**src/rtl/wb_reg_slave_pkg.sv**
```systemverilog
// Shared types and helpers for the Wishbone register slave.
package wb_reg_slave_pkg;

  localparam int unsigned CNT_W  = 4;
  localparam int unsigned MAX_DW = 128;
  localparam int unsigned MAX_NB = MAX_DW / 8;

  typedef enum logic [1:0] {
    ST_IDLE = 2'd0,
    ST_WAIT = 2'd1,
    ST_RESP = 2'd2
  } state_e;

  // Word address beyond the register file terminates with err.
  function automatic logic addr_err(input logic [31:0] adr, input logic [31:0] nregs);
    return adr >= nregs;
  endfunction

  // Replace only the byte lanes whose select bit is set.
  function automatic logic [MAX_DW-1:0] byte_merge(input logic [MAX_DW-1:0] old_w,
                                                   input logic [MAX_DW-1:0] new_w,
                                                   input logic [MAX_NB-1:0] sel);
    logic [MAX_DW-1:0] res;
    res = old_w;
    for (int b = 0; b < int'(MAX_NB); b++) begin
      if (sel[b]) res[8*b +: 8] = new_w[8*b +: 8];
    end
    return res;
  endfunction

endpackage

```
**src/rtl/wb_reg_slave_if.sv**
```systemverilog
// Wishbone classic bus bundle between an interconnect master port and the register slave.
interface wb_reg_slave_if #(
  parameter int unsigned DW = 32,
  parameter int unsigned AW = 3
);
  logic              cyc_i;
  logic              stb_i;
  logic              we_i;
  logic [AW:0]       adr_i;
  logic [DW/8-1:0]   sel_i;
  logic [DW-1:0]     dat_i;
  logic [DW-1:0]     dat_o;
  logic              ack_o;
  logic              err_o;

  modport slave (
    input  cyc_i, stb_i, we_i, adr_i, sel_i, dat_i,
    output dat_o, ack_o, err_o
  );

  modport master (
    output cyc_i, stb_i, we_i, adr_i, sel_i, dat_i,
    input  dat_o, ack_o, err_o
  );
endinterface

```
**src/rtl/wb_reg_slave.sv**
```systemverilog
// Wishbone classic slave: read-only ID word at offset 0, byte-writable scratch words above it,
// programmable wait states and an error response for addresses past the register file.
module wb_reg_slave
  import wb_reg_slave_pkg::*;
#(
  parameter int unsigned   DW         = 32,
  parameter int unsigned   NREGS      = 8,
  parameter int unsigned   AW         = (NREGS > 2) ? $clog2(NREGS) : 1,
  parameter int unsigned   WAIT       = 0,
  parameter logic [DW-1:0] ID_VALUE   = DW'(32'hc000_0000),
  parameter logic [DW-1:0] INIT_VALUE = '0
) (
  input  logic           clk,
  input  logic           rst_n,
  wb_reg_slave_if.slave  bus
);

  localparam int unsigned NB = DW / 8;

  state_e            r_state;
  state_e            w_next;
  logic [CNT_W-1:0]  r_cnt;
  logic [CNT_W-1:0]  w_cnt_nxt;
  logic              w_req;
  logic              w_latch;
  logic              w_enter_resp;

  logic [AW:0]       r_adr;
  logic              r_we;
  logic [NB-1:0]     r_sel;
  logic [DW-1:0]     r_dat;

  logic              w_from_bus;
  logic [AW:0]       w_adr;
  logic              w_we;
  logic [NB-1:0]     w_sel;
  logic [DW-1:0]     w_dat;
  logic [AW-1:0]     w_idx;
  logic              w_err;
  logic              w_wr;
  logic [DW-1:0]     w_rword;

  logic [DW-1:0]     r_regs [NREGS];
  logic [DW-1:0]     r_rdata;
  logic              r_rerr;

  logic              r_ack;
  logic              r_err;
  logic [DW-1:0]     r_dat_o;

  assign w_req = bus.cyc_i & bus.stb_i;

  // State and wait counter registers.
  always_ff @(posedge clk or negedge rst_n) begin
    if (!rst_n) begin
      r_state <= ST_IDLE;
      r_cnt   <= '0;
    end else begin
      r_state <= w_next;
      r_cnt   <= w_cnt_nxt;
    end
  end

  // Next-state logic; a dropped cycle during wait states abandons the request.
  always_comb begin
    w_next       = r_state;
    w_cnt_nxt    = r_cnt;
    w_latch      = 1'b0;
    w_enter_resp = 1'b0;
    unique case (r_state)
      ST_IDLE: begin
        if (w_req) begin
          w_latch   = 1'b1;
          w_cnt_nxt = CNT_W'(WAIT);
          if (WAIT > 0) begin
            w_next = ST_WAIT;
          end else begin
            w_next       = ST_RESP;
            w_enter_resp = 1'b1;
          end
        end
      end
      ST_WAIT: begin
        if (!bus.cyc_i) begin
          w_next    = ST_IDLE;
          w_cnt_nxt = '0;
        end else if (r_cnt == CNT_W'(1)) begin
          w_next       = ST_RESP;
          w_enter_resp = 1'b1;
          w_cnt_nxt    = '0;
        end else begin
          w_cnt_nxt = r_cnt - CNT_W'(1);
        end
      end
      ST_RESP: w_next = ST_IDLE;
      default: w_next = ST_IDLE;
    endcase
  end

  // Request capture at acceptance.
  always_ff @(posedge clk or negedge rst_n) begin
    if (!rst_n) begin
      r_adr <= '0;
      r_we  <= 1'b0;
      r_sel <= '0;
      r_dat <= '0;
    end else if (w_latch) begin
      r_adr <= bus.adr_i;
      r_we  <= bus.we_i;
      r_sel <= bus.sel_i;
      r_dat <= bus.dat_i;
    end
  end

  // With no wait states the commit edge is the acceptance edge, so take the live bus.
  always_comb begin
    w_from_bus = (r_state == ST_IDLE);
    w_adr      = w_from_bus ? bus.adr_i : r_adr;
    w_we       = w_from_bus ? bus.we_i  : r_we;
    w_sel      = w_from_bus ? bus.sel_i : r_sel;
    w_dat      = w_from_bus ? bus.dat_i : r_dat;
    w_idx      = w_adr[AW-1:0];
    w_err      = addr_err(32'(w_adr), 32'(NREGS));
    w_wr       = w_enter_resp & w_we & ~w_err & (w_adr != '0) & (|w_sel);
  end

  always_comb begin
    w_rword = '0;
    if (!w_err) begin
      if (w_adr == '0) w_rword = ID_VALUE;
      else             w_rword = r_regs[w_idx];
    end
  end

  // Scratch words live in flops so each can carry its own reset value.
  always_ff @(posedge clk or negedge rst_n) begin
    if (!rst_n) begin
      for (int i = 0; i < int'(NREGS); i++) r_regs[i] <= INIT_VALUE;
    end else if (w_wr) begin
      r_regs[w_idx] <= DW'(byte_merge(MAX_DW'(r_regs[w_idx]), MAX_DW'(w_dat), MAX_NB'(w_sel)));
    end
  end

  // Read data is sampled alongside the write, so a transaction sees its own pre-write value.
  always_ff @(posedge clk or negedge rst_n) begin
    if (!rst_n) begin
      r_rdata <= '0;
      r_rerr  <= 1'b0;
    end else if (w_enter_resp) begin
      r_rdata <= w_rword;
      r_rerr  <= w_err;
    end
  end

  always_ff @(posedge clk or negedge rst_n) begin
    if (!rst_n) begin
      r_ack   <= 1'b0;
      r_err   <= 1'b0;
      r_dat_o <= '0;
    end else if (r_state == ST_RESP) begin
      r_ack   <= ~r_rerr;
      r_err   <= r_rerr;
      r_dat_o <= r_rerr ? '0 : r_rdata;
    end else begin
      r_ack   <= 1'b0;
      r_err   <= 1'b0;
      r_dat_o <= '0;
    end
  end

  assign bus.ack_o = r_ack;
  assign bus.err_o = r_err;
  assign bus.dat_o = r_dat_o;

endmodule

```
**src/flat_wrapper.sv**
```systemverilog
// flat-port wrapper written by rule: the top's interface ports become plain ports
module wb_reg_slave_flat import wb_reg_slave_pkg::*;
#(
  parameter int unsigned   DW         = 32,
  parameter int unsigned   NREGS      = 8,
  parameter int unsigned   AW         = (NREGS > 2) ? $clog2(NREGS) : 1,
  parameter int unsigned   WAIT       = 0,
  parameter logic [DW-1:0] ID_VALUE   = DW'(32'hc000_0000),
  parameter logic [DW-1:0] INIT_VALUE = '0
)
  (clk, rst_n, bus_cyc_i, bus_stb_i, bus_we_i, bus_adr_i, bus_sel_i, bus_dat_i, bus_dat_o, bus_ack_o, bus_err_o);
  wb_reg_slave_if #(.DW(DW), .AW(AW)) bus_i ();
  input  logic clk;
  input  logic rst_n;
  input wire logic [$bits(bus_i.cyc_i)-1:0] bus_cyc_i;
  input wire logic [$bits(bus_i.stb_i)-1:0] bus_stb_i;
  input wire logic [$bits(bus_i.we_i)-1:0] bus_we_i;
  input wire logic [$bits(bus_i.adr_i)-1:0] bus_adr_i;
  input wire logic [$bits(bus_i.sel_i)-1:0] bus_sel_i;
  input wire logic [$bits(bus_i.dat_i)-1:0] bus_dat_i;
  output wire logic [$bits(bus_i.dat_o)-1:0] bus_dat_o;
  output wire logic [$bits(bus_i.ack_o)-1:0] bus_ack_o;
  output wire logic [$bits(bus_i.err_o)-1:0] bus_err_o;
  assign bus_i.cyc_i = bus_cyc_i;
  assign bus_i.stb_i = bus_stb_i;
  assign bus_i.we_i = bus_we_i;
  assign bus_i.adr_i = bus_adr_i;
  assign bus_i.sel_i = bus_sel_i;
  assign bus_i.dat_i = bus_dat_i;
  assign bus_dat_o = bus_i.dat_o;
  assign bus_ack_o = bus_i.ack_o;
  assign bus_err_o = bus_i.err_o;
  wb_reg_slave #(.DW(DW), .NREGS(NREGS), .AW(AW), .WAIT(WAIT), .ID_VALUE(ID_VALUE), .INIT_VALUE(INIT_VALUE)) u_core (.clk(clk), .rst_n(rst_n), .bus(bus_i));
endmodule
```
**config.mk**
```make
export PLATFORM = sky130hd
export DESIGN_NAME = wb_reg_slave_flat
export DESIGN_NICKNAME = d
export VERILOG_FILES = /design/src/rtl/wb_reg_slave_pkg.sv /design/src/rtl/wb_reg_slave_if.sv /design/src/rtl/wb_reg_slave.sv /design/src/flat_wrapper.sv
export SDC_FILE = /design/constraint.sdc
export NUM_CORES = 1
export LEC_CHECK = 0
export CELL_PAD_IN_SITES_DETAIL_PLACEMENT = 2
export CELL_PAD_IN_SITES_GLOBAL_PLACEMENT = 2
export CORE_UTILIZATION = 39
export CTS_CLUSTER_DIAMETER = 50
export DETAILED_ROUTE_END_ITERATION = 8
export PLACE_DENSITY = 0.86
export SLEW_MARGIN = 20
export SYNTH_ARGS = -nofsm -noshare
export SYNTH_HDL_FRONTEND = slang
export SYNTH_SLANG_ARGS = --single-unit
export TNS_END_PERCENT = 100
```
**constraint.sdc**
```tcl
create_clock -name clk -period 2.4 [get_ports clk]
set_clock_uncertainty 0.15 [all_clocks]
set_input_delay 0.48 -clock clk [delete_from_list [all_inputs] [get_ports clk]]
set_output_delay 0.48 -clock clk [all_outputs]
set_load 0.05 [all_outputs]
```
==> flow_metrics.env, run 1 <==
export IMPL_cts_buffer_depth=3
export IMPL_yosys_warnings=0
export IMPL_die_h_um=208
export IMPL_ys_seq_elements=363
export IMPL_gp_congestion=0.805
export IMPL_firstError="[ERROR DPL-0033] detailed placement checks failed during check placement."
export IMPL_htreeDepth=2
export IMPL_io_pins=79
export IMPL_netlist_area_sq_um=16500
export IMPL_antenna_found_initial=13
export IMPL_post_synth_top_area_fraction=0.550
export IMPL_pre_cts_ws_ps=-577
export IMPL_rows=74
export IMPL_synthTopCellsByArea="dfrtp_1 (55%), nand2_1 (15%), o221ai_1 (10%)"
export IMPL_syn_inst=1690
export IMPL_ys_seq_area_frac=0.550
export IMPL_grt_repair_worst_endpoint="u_core.r_regs[95]$_DFFE_PN0P_/D"
export IMPL_numCtsBuffers=45
export IMPL_synth_nets=1735
export IMPL_async_flop_share=1.00
export IMPL_ys_types=45
export IMPL_synthFlopType="dfrtp_1"
export IMPL_status="did not finish"
export IMPL_synth_common_cells="nand2_1 (639), dfrtp_1 (363), o221ai_1 (192)"
export IMPL_clock_sinks=363
export IMPL_clock_root_buffer="clkbuf_16"
export IMPL_flow_stopped_at="global routing"
export IMPL_dp_hpwl_um=45100
export IMPL_post_synth_cell_area_avg_sq_um=9.77
export IMPL_synth_top_area_cell="dfrtp_1"
export IMPL_die_x_um=208
export IMPL_start_util=0.400
export IMPL_synth_edf_count=0
export IMPL_worst_endpoint_kind="register input"
export IMPL_io_buffers=78
export IMPL_dp_cells=2336
export IMPL_synth_most_common_cell="nand2_1"
export IMPL_grt_max_degree=68
timing repair:
action                                  4_1_cts
endpoints found under the hold margin        28
cloned                                        2
endpoints found under the setup margin      251
buffers inserted                             12
resized for setup                            84
hold buffers                                  1
pin swaps                                     5
per-stage QoR:
stage	hold slack (ps)	setup TNS [ps]	instance area, sq um	util
after CTS	230	-275	21200	0.514
after detailed placement	218	-101870	19200	0.466
after floorplan	34.4	0	16500	-
after global placement	214	-69440	19200	0.466
kinds of logic after synthesis:
group	Yosys count	share of synthesized area
and+or+nand+nor	858	0.232
buffers and inverters	147	0.0419
muxes	12	0.00735
AOI/OAI and AO/OA	310	0.168
DFF	363	0.550
==> run 2, diff against run 1 <==
--- a/config.mk
+++ b/config.mk
@@ -5,12 +5,9 @@
 export SDC_FILE = /design/constraint.sdc
 export NUM_CORES = 1
 export LEC_CHECK = 0
-export CELL_PAD_IN_SITES_DETAIL_PLACEMENT = 2
-export CELL_PAD_IN_SITES_GLOBAL_PLACEMENT = 2
-export CORE_UTILIZATION = 39
-export CTS_CLUSTER_DIAMETER = 50
+export CORE_UTILIZATION = 35
 export DETAILED_ROUTE_END_ITERATION = 8
-export PLACE_DENSITY = 0.86
+export PLACE_DENSITY_LB_ADDON = 0.15
 export SLEW_MARGIN = 20
 export SYNTH_ARGS = -nofsm -noshare
 export SYNTH_HDL_FRONTEND = slang
==> flow_metrics.env, run 2 <==
export IMPL_status="finished, final reports clean"
export IMPL_ys_seq_elements=363
export IMPL_antenna_cells=0
export IMPL_synthTopCellsByArea="dfrtp_1 (55%), nand2_1 (15%), o221ai_1 (10%)"
export IMPL_ys_seq_area_frac=0.550
export IMPL_gp_congestion=0.818
export IMPL_layout_drive_gt1_share=0.184
export IMPL_worst_setup_path_start_kind="register"
export IMPL_rrSetupSlack_ps=60
export IMPL_fmax_mhz=427
export IMPL_power_mw=16.1
export IMPL_r2r_cells=4
export IMPL_clock_root_buffer="clkbuf_16"
export IMPL_final_area_sq_um=21000
export IMPL_fill_cells=4366
export IMPL_grt_util_met2=0.372
export IMPL_cp_top_family="compound AO/OA/AOI/OAI gates"
export IMPL_worst_hold_path_num_cells=0
export IMPL_arrival_ps=2590
export IMPL_numCtsBuffers=42
export IMPL_maxCapViolCount=0
export IMPL_clock_latency_ps=550
export IMPL_post_synth_cell_area_avg_sq_um=9.77
export IMPL_start_util=0.354
export IMPL_syn_inst=1690
export IMPL_grt_util_met3=0.0313
export IMPL_path_buf_inv=1
export IMPL_crit_path_cell_trace="buf_4, and2_1, a22oi_1, o221ai_1"
export IMPL_post_synth_top_area_fraction=0.550
export IMPL_layout_common_cells="nand2_1 (639), dfrtp_1 (362), o221ai_1 (192), buf_4 (129), nand3_1 (109)"
export IMPL_grt_overflow=0
export IMPL_hold_start="u_core.r_regs[226]$_DFFE_PN0P_"
export IMPL_max_stage_delay_ps=750
export IMPL_detail_route_first_pass_iterations=5
export IMPL_cpMaxStageDelayCell="a22oi_1"
export IMPL_ir_worst_vdd_mv=0.570
export IMPL_areaGrowthSynthToFinish_pct=27.1
export IMPL_yosys_warnings=0
export IMPL_synth_nets=1735
export IMPL_power_density_nw_per_um2=769
export IMPL_regMostFlops="u_core.r_regs"
export IMPL_grt_pass1_vias=13800
export IMPL_p_leak_nw=9.14
export IMPL_hold_end="u_core.r_regs[226]$_DFFE_PN0P_"
export IMPL_top_usage_layer="met2"
export IMPL_antenna_found_initial=0
export IMPL_vias=13700
export IMPL_r2r_end="u_core.r_regs[17]$_DFFE_PN0P_"
export IMPL_rows=79
export IMPL_clk_pin_slew_ps=60
export IMPL_grt_usage=0.226
export IMPL_ys_types=45
export IMPL_via_per_inst=5.51
export IMPL_wl_um=52300
export IMPL_clock_sinks=363
export IMPL_synth_top_area_cell="dfrtp_1"
export IMPL_drc=0
export IMPL_synth_common_cells="nand2_1 (639), dfrtp_1 (363), o221ai_1 (192)"
export IMPL_netlist_area_sq_um=16500
export IMPL_maxSlewViolCount=0
export IMPL_dp_hpwl_um=34300
export IMPL_place_area_sq_um=19500
export IMPL_io_buffers=78
export IMPL_die_area_sq_um=48000
export IMPL_setup_viol=0
export IMPL_drtIter0Drc=1198
export IMPL_cts_buffer_depth=3
export IMPL_io_pins=79
export IMPL_final_common_cell="nand2_1"
export IMPL_critPathKind="register to register"
export IMPL_die_x_um=219
export IMPL_cp_end_kind="register"
export IMPL_hp_class="register to register"
export IMPL_detail_route_antenna_nets=0
export IMPL_async_flop_share=1.00
export IMPL_grt_max_degree=62
export IMPL_htreeDepth=2
export IMPL_synth_edf_count=0
export IMPL_fin_crit_ps=2340
export IMPL_finalHoldViolations=0
export IMPL_fp_coreArea_sq_um=46600
export IMPL_synthFlopType="dfrtp_1"
export IMPL_largest_register_ff_count=256
export IMPL_fin_nets=1898
export IMPL_met1_usage=0.306
export IMPL_synth_most_common_cell="nand2_1"
export IMPL_fin_crit_sh=0.977
export IMPL_cts_tree="yes"
export IMPL_grt_pass1_wl_um=82900
export IMPL_worstPathRequired_ps=2650
export IMPL_r2r_start="u_core.r_state[1]$_DFFE_PN0P_"
export IMPL_relSlewSlack=0.399
export IMPL_rsz0062_at_grt="yes"
export IMPL_path_max_fanout=10
export IMPL_die_h_um=219
export IMPL_worst_slew_pin_slew_ps=901
export IMPL_wl_per_cell_um=21.0
run 2: how the worst max path moves through the flow:
stage	from	to	slack [ps]	depth (start not counted)
2_1_floorplan	bus_sel_i[0]	u_core.r_regs[159]$_DFFE_PN0P_	190	7
3_3_place_gp	bus_sel_i[0]	u_core.r_regs[5]$_DFFE_PN0P_	-330	6
3_5_place_dp	bus_adr_i[1]	u_core.r_regs[190]$_DFFE_PN0P_	-370	7
4_1_cts	u_core.r_state[1]$_DFFE_PN0P_	u_core.r_regs[176]$_DFFE_PN0P_	8	4
5_1_grt	u_core.r_state[1]$_DFFE_PN0P_	u_core.r_regs[117]$_DFFE_PN0P_	-40	6
6_report	u_core.r_state[1]$_DFFE_PN0P_	u_core.r_regs[17]$_DFFE_PN0P_	60	4
run 2: per-layer routing:
metal,vias up,routed length [um]
li1,6372,-
met1,6872,23300
met2,373,25500
met3,77,2300
met4,0,1220
met5,-,0
run 2: worst reg2reg max path: cells and delay by family (launching register included):
kind / cells / cell delay (ps)
AOI/OAI and AO/OA: 2 / 1000
DFF: 1 / 460
and+or+nand+nor: 1 / 410
buffers and inverters: 1 / 180
run 2: layout make-up:
cell class	instances	area, sq um	share of cell area
inverters	2	7.51	0.000358
clock buffers	65	1330	0.0634
flip-flops and latches	363	9080	0.433
repair buffers	264	2890	0.137
well taps	607	759	0.0362
multi-input cells	1180	6860	0.327
clock inverters	5	53.8	0.00256
run 2: report_power, final:
group | switching, mW | total [mW] | internal, mW
clock | 2.53 | 6.42 | 3.89
sequential | 0.358 | 7.14 | 6.78
combinational | 1.53 | 2.58 | 1.05
total | 4.42 | 16.1 | 11.7
run 2: through the flow:
| step | setup slack (ps) | instances | hold WS [ps] | TNS, ps | utilization |
|---|---|---|---|---|---|
| after floorplan | 193 | 1690 | 34.4 | 0 | - |
| after global placement | -326 | 2414 | 214 | -69950 | 0.419 |
| after detailed placement | -367 | 2414 | 215 | -74050 | 0.419 |
| after CTS | 7.66 | 2485 | 229 | 0 | 0.449 |
| after global routing | -44.0 | 2486 | 234 | -162 | 0.451 |
| final | 56.3 | 2486 | 226 | 0 | 0.451 |
run 2: logic make-up after synthesis:
group                  count (synthesis)  share of synthesized area
buffers and inverters                147                     0.0419
AND/OR/NAND/NOR                      858                      0.232
AO/OA/AOI/OAI                        310                      0.168
flip-flops                           363                      0.550
multiplexers                          12                    0.00735
run 2: what timing repair did:
action | CTS | global route
hold buffers | 1 | 0
resized for setup | 4 | 11
hold endpoints to repair | 40 | 0
setup buffers | 0 | 1
setup endpoints to repair | 74 | 116
gates cloned | 0 | 0
Power figures use the tool's default switching activity.
==> run 3, diff against run 2 <==
--- a/config.mk
+++ b/config.mk
@@ -5,6 +5,8 @@
 export SDC_FILE = /design/constraint.sdc
 export NUM_CORES = 1
 export LEC_CHECK = 0
+export CELL_PAD_IN_SITES_DETAIL_PLACEMENT = 0
+export CELL_PAD_IN_SITES_GLOBAL_PLACEMENT = 1
 export CORE_UTILIZATION = 35
 export DETAILED_ROUTE_END_ITERATION = 8
 export PLACE_DENSITY_LB_ADDON = 0.15
==> flow_metrics.env, run 3 (synthesis results as in run 2) <==
export IMPL_whs_ps=225
export IMPL_clock_root_buffer="clkbuf_16"
export IMPL_clk_pin_slew_ps=60
export IMPL_cts_buffer_depth=3
export IMPL_wl_um=53200
export IMPL_fin_crit_sh=0.970
export IMPL_critPathKind="register to output port"
export IMPL_fill_cells=4422
export IMPL_via_per_inst=5.52
export IMPL_hp_class="register to register"
export IMPL_setup_viol=0
export IMPL_cpMaxStageDelayCell="clkdlybuf4s50_1"
export IMPL_htreeDepth=2
export IMPL_clock_sinks=363
export IMPL_fin_nets=1907
export IMPL_grt_pass1_vias=14000
export IMPL_detail_route_first_pass_iterations=5
export IMPL_wl_per_cell_um=21.3
export IMPL_die_h_um=219
export IMPL_detail_route_antenna_nets=0
export IMPL_worst_setup_path_start_kind="register"
export IMPL_maxCapViolCount=0
export IMPL_antenna_found_initial=0
export IMPL_worst_slew_pin_slew_ps=728
export IMPL_cp_end_kind="output port"
export IMPL_grt_overflow=0
export IMPL_io_buffers=78
export IMPL_clock_latency_ps=570
export IMPL_layout_drive_gt1_share=0.187
export IMPL_io_pins=79
export IMPL_drtIter0Drc=1142
export IMPL_dp_hpwl_um=34300
export IMPL_fin_crit_ps=2330
export IMPL_path_max_fanout=1
export IMPL_final_common_cell="nand2_1"
export IMPL_maxSlewViolCount=0
export IMPL_layout_common_cells="nand2_1 (639), dfrtp_1 (363), o221ai_1 (192), buf_4 (141), nand3_1 (109)"
export IMPL_grt_usage=0.231
export IMPL_regMostFlops="u_core.r_regs"
export IMPL_start_util=0.354
export IMPL_relSlewSlack=0.515
export IMPL_finalHoldViolations=0
export IMPL_ir_worst_vdd_mv=0.481
export IMPL_status="finished, final reports clean"
export IMPL_arrival_ps=1700
export IMPL_path_buf_inv=1
export IMPL_timing_final_ws_setup_ps=71.9
export IMPL_fmax_mhz=430
export IMPL_largest_register_ff_count=256
export IMPL_pre_cts_ws_ps=-359
export IMPL_grt_max_degree=59
export IMPL_die_x_um=219
export IMPL_gp_congestion=0.790
export IMPL_vias=13800
export IMPL_drc=0
export IMPL_worstPathRequired_ps=1770
export IMPL_antenna_cells=0
export IMPL_crit_path_cell_trace="clkdlybuf4s50_1"
export IMPL_max_stage_delay_ps=800
export IMPL_die_area_sq_um=48000
export IMPL_cp_top_family="buffers and inverters"
export IMPL_rsz0062_at_grt="yes"
export IMPL_fp_coreArea_sq_um=46600
export IMPL_power_density_nw_per_um2=763
export IMPL_grt_pass1_wl_um=84100
export IMPL_rows=79
export IMPL_p_leak_nw=9.16
export IMPL_areaGrowthSynthToFinish_pct=27.0
export IMPL_numCtsBuffers=43
export IMPL_cts_tree="yes"
run 3: changes by cell type in the layout (fill, tap and decap cells not counted), sizes merged:
cell / before / now
buf: 186 / 194
inv: 3 / 2
clkinv: 3 / 13
clkbuf: 65 / 62
bufinv: 1 / 0
run 3: metrics by stage:
stage / instances / util / instance area (sq um) / total power [mW] / setup TNS (ps)
floorplan: 1690 / - / 16500 / 8.60 / 0
global placement: 2423 / 0.419 / 19500 / 9.76 / -61650
detailed placement: 2423 / 0.419 / 19500 / 9.81 / -67000
CTS: 2499 / 0.448 / 20900 / 16.2 / 0
global route: 2499 / 0.450 / 21000 / 16.8 / -49.5
finish: 2499 / 0.450 / 21000 / 16.0 / 0
run 3: worst register-to-register path: stages, from the launching register on:
cell and delay [ps]:
dfrtp_1 430, buf_6 200, mux2i_4 280, buf_12 230, buf_12 190, nand2_1 70, nand3_1 90, nand4_2 240
o221ai_1 260
run 3: power by group:
part,switching (mW),internal (mW)
Sequential,0.353,6.78
Clock,2.59,3.68
Combinational,1.54,1.06
run 3: worst paths after layout:
kind	slack (ps)	endpoint	cells past startpoint	startpoint
max	70	bus_dat_o[10]	1	u_core.bus.dat_o[10]$_DFF_PN0_
min	220	u_core.r_regs[239]$_DFFE_PN0P_	0	u_core.r_regs[239]$_DFFE_PN0P_
max reg2reg	150	u_core.r_regs[37]$_DFFE_PN0P_	8	u_core.r_state[1]$_DFFE_PN0P_
min reg2reg	220	u_core.r_regs[239]$_DFFE_PN0P_	0	u_core.r_regs[239]$_DFFE_PN0P_
max in group asynchronous	1000	u_core.r_rdata[18]$_DFFE_PN0P_	3	rst_n
min in group asynchronous	320	u_core.bus.dat_o[2]$_DFF_PN0_	2	rst_n
run 3: layout make-up:
type	instances	area [sq um]	share of cell area
flip-flops and latches	363	9080	0.433
multi-input cells	1180	6880	0.328
repair buffers	272	2890	0.138
clock buffers	62	1280	0.0611
well taps	607	759	0.0362
clock inverters	13	65.1	0.00310
inverters	2	7.51	0.000358
run 3: per-layer routing:
layer | track usage | vias up | wire length, um | share of wire
li1 | - | 6385 | - | -
met1 | 0.312 | 6941 | 23600 | 0.44
met2 | 0.385 | 362 | 26000 | 0.49
met3 | 0.0280 | 96 | 2130 | 0.040
met4 | 0.0773 | 0 | 1520 | 0.028
met5 | 0 | - | 0 | 0
run 3: timing repair:
item | CTS | global route
hold buffers | 1 | 0
resized for setup | 1 | 15
pin swaps | 0 | 0
setup buffers | 0 | 0
setup endpoints to repair | 12 | 146
hold endpoints to repair | 47 | 0
